==> config.mk <==
export PLATFORM = sky130hd
export DESIGN_NAME = sat_counter
export DESIGN_NICKNAME = d
export VERILOG_FILES = /design/src/rtl/sat_counter.sv
export SDC_FILE = /design/constraint.sdc
export NUM_CORES = 1
export LEC_CHECK = 0
export ABC_AREA = 1
export ABC_CLOCK_PERIOD_IN_PS = 1700
export CORE_AREA = 2 2 39 41
export DETAILED_ROUTE_END_ITERATION = 16
export DIE_AREA = 0 0 41 43
export HOLD_SLACK_MARGIN = 0.05
export PLACE_DENSITY = 0.6
export SYNTH_ARGS = -nofsm -noshare
export SYNTH_HDL_FRONTEND = slang
export SYNTH_SLANG_ARGS = --single-unit
export TNS_END_PERCENT = 30
==> constraint.sdc <==
create_clock -name clk -period 1.7 [get_ports clk]
set_input_delay 0.34 -clock clk [delete_from_list [all_inputs] [get_ports clk]]
set_output_delay 0.34 -clock clk [all_outputs]
set_load 0.1 [all_outputs]
==> src/rtl/sat_counter.sv <==
// Saturating up-counter with synchronous clear; clear wins over increment.
module sat_counter #(
  parameter int WIDTH = 8
) (
  input  logic             clk,
  input  logic             rst_n,
  input  logic             inc,
  input  logic             clr,
  output logic [WIDTH-1:0] count
);

  logic [WIDTH-1:0] count_reg;

  always_ff @(posedge clk or negedge rst_n) begin
    if (!rst_n) begin
      count_reg <= '0;
    end else if (clr) begin
      count_reg <= '0;
    end else if (inc && (count_reg != {WIDTH{1'b1}})) begin
      count_reg <= count_reg + WIDTH'(1);
    end
  end

  assign count = count_reg;

endmodule

==> results.json <==
{
  "fin_area_um2": 762,
  "reg2reg_to": "count[7]",
  "power.leakage_nw": 0.351,
  "finalWorstSetupSlack_ps": 236,
  "antenna_found_initial": 0,
  "track_usage_pct": 16.1,
  "start_util_pct": 37.0,
  "status": "finished clean",
  "fp.dieArea_mm2": 0.00176,
  "cts-buffers-inserted": 3,
  "netlist_instances": 74,
  "met3_usage_pct": 4.71,
  "syn-mean-instance-area_um2": 6.92,
  "dpl.hpwl_um": 906,
  "first_pass_iters": 4,
  "grt_max_degree": 9,
  "finalCritPeriodShare_pct": 86.1,
  "postPlaceCellArea_um2": 736,
  "cts.root.buffer_cell": "clkbuf_4",
  "cap_violations": 0,
  "vias": 521,
  "setup_violations": 0,
  "min_period_ps": 1460,
  "r2r_start": "count[0]",
  "syn_area_um2": 512,
  "die_height_um": 43,
  "tns_ps": 0,
  "ir_drop_uv": 472,
  "met1_usage_pct": 22.8,
  "tightest_slew_ps": 378,
  "synth_seq_cells": 8,
  "tritoncts": "yes",
  "max_freq_mhz": 683,
  "post-cts-setup-buffers": 0,
  "worstHoldPathType": "in -> async",
  "overflow": 0,
  "h-tree-depth": 1,
  "final_net_count": 96,
  "clock_latency_ps": 260,
  "viasPerCell": 4.92,
  "dr.first_iter.drc_count": 14,
  "slew-limit-headroom_pct": 74.7,
  "rows": 14,
  "post_cts_resize_count": 0,
  "fillers": 124,
  "wire_per_inst_um": 10.6,
  "core-area_mm2": 0.00138,
  "ant_nets": 0,
  "cp.arrival_ps": 1620,
  "place.gp.congestion": 0.890,
  "fin_skew_ps": 3.56,
  "power_per_cell_area_mw_per_mm2": 688,
  "drc": 0,
  "yosysSeqAreaShare_pct": 39.1,
  "start_kind": "register",
  "worstRegToRegCells": 7,
  "hold_buffers": 0,
  "diodes": 0,
  "yosysWarnings": 0,
  "regToRegSetupSlack_ps": 240,
  "cp-end-kind": "register",
  "synth_flop_cell": "dfrtp_1",
  "drive_gt1_share_pct": 26.7,
  "rsz0062_at_grt": "false",
  "ctsLongestPathBuffers": 2,
  "whs_ps": 359,
  "grt-busiest-layer": "met1",
  "cp_max_fo": 4,
  "path_delay_family": "flip-flops",
  "syn-num-nets": 79,
  "critical_path_class": "reg -> reg",
  "synth.distinct_cells": 15,
  "die_w_um": 41,
  "cp.required_ps": 1860,
  "crit_slowest_cell": "dfrtp_2",
  "area_delta_synth_final_pct": 48.9,
  "maxSlewViolCount": 0,
  "largest_reg_flops": 8,
  "fin_util_pct": 55.1,
  "totalWireLength_mm": 1.12,
  "grtUsageMet2_pct": 20.6,
  "synthArstFlopShare_pct": 100,
  "clkTransAtPathRegs_ps": 60,
  "hold_viol_final": 0,
  "io-pin-count": 12,
  "grt_pass1_vias": 420,
  "cp_cell_sequence": "ha_1 -> nand2_2 -> nor2_2 -> a21oi_1 -> nand3_1 -> nand2_1 -> inv_1",
  "port_buffers": 11,
  "clock_sinks": 8,
  "crit_buf_inv": 1,
  "pre_cts_slack_ps": 156,
  "grt_pass1_wl_mm": 1.84,
  "slowest_delay_ps": 440,
  "synth_edf_count": 0
}
per-layer routing:
metal	share of wire, %	up-vias
met4	1.9	0
met2	46	12
met1	47	239
met3	4.6	2
met5	0	-
li1	-	268
worst max-delay path by stage:
stage	endpoint	cells after the start	start	slack, ps
3_5_place_dp	count[7]	6	inc	160
4_1_cts	count[7]	7	count[0]	230
3_3_place_gp	count[7]	6	inc	240
2_1_floorplan	count[6]	8	count[5]	-6
5_1_grt	count[7]	7	count[0]	120
6_report	count[7]	7	count[0]	240
report_power, final:
part / internal (W) / leakage [nW] / total, W / switching (W)
Sequential: 0.000200 / 0.100 / 0.000216 / 0.0000162
Combinational: 0.0000519 / 0.236 / 0.000145 / 0.0000931
Clock: 0.0000903 / 0.0150 / 0.000163 / 0.0000730
kinds of logic after synthesis:
kind of cell               count (synthesis)  share of synthesized area (%)
AOI/OAI and AO/OA                          8                           9.53
adders and majority gates                  1                           2.44
buffers and inverters                     11                           9.05
DFF                                        8                           39.1
and+or+nand+nor                           46                           39.9
synthesized netlist by cell type, types with 2 or more instances:
| cell type | count | area (um^2) |
|---|---|---|
| o21bai_1 | 2 | 15.0 |
| nand3_1 | 9 | 45.0 |
| nor2_1 | 5 | 18.8 |
| inv_1 | 10 | 37.5 |
| nand2_1 | 25 | 93.8 |
| nor3_1 | 2 | 10.0 |
| nor2_2 | 2 | 12.5 |
| a21oi_1 | 4 | 20.0 |
| nand2_2 | 2 | 12.5 |
| dfrtp_1 | 8 | 200 |
area by class of cell:
type / count / area, um^2 / share of cell area [%]
multi-input cells: 55 / 265 / 34.8
well taps: 16 / 20.0 / 2.63
repair buffers: 12 / 198 / 25.9
inverters: 11 / 46.3 / 6.08
flip-flops and latches: 8 / 206 / 27.1
clock buffers: 4 / 26.3 / 3.45
stage by stage:
| stage | instances | power (W) |
|---|---|---|
| 6_report | 106 | 0.000524 |
| 5_1_grt | 106 | 0.000548 |
| 4_1_cts | 106 | 0.000533 |
| 3_5_place_dp | 102 | 0.000365 |
| 3_3_place_gp | 102 | 0.000366 |
| 2_1_floorplan | 74 | 0.000302 |
cells in the final DEF (no fill, tap or decap):
master / count
nand3_1: 9
a21oi_2: 1
clkinv_4: 1
buf_4: 1
nand2_1: 25
dfrtp_1: 3
a21oi_1: 4
nand2_2: 2
o21ai_1: 1
inv_1: 10
nor3_1: 2
clkdlybuf4s50_1: 3
nand2_4: 1
buf_12: 8
ha_1: 1
clkbuf_1: 1
dfrtp_2: 5
nor2_1: 5
clkbuf_4: 3
o21bai_1: 2
nor2_2: 2
No activity file was read; power rests on OpenSTA's default activity.
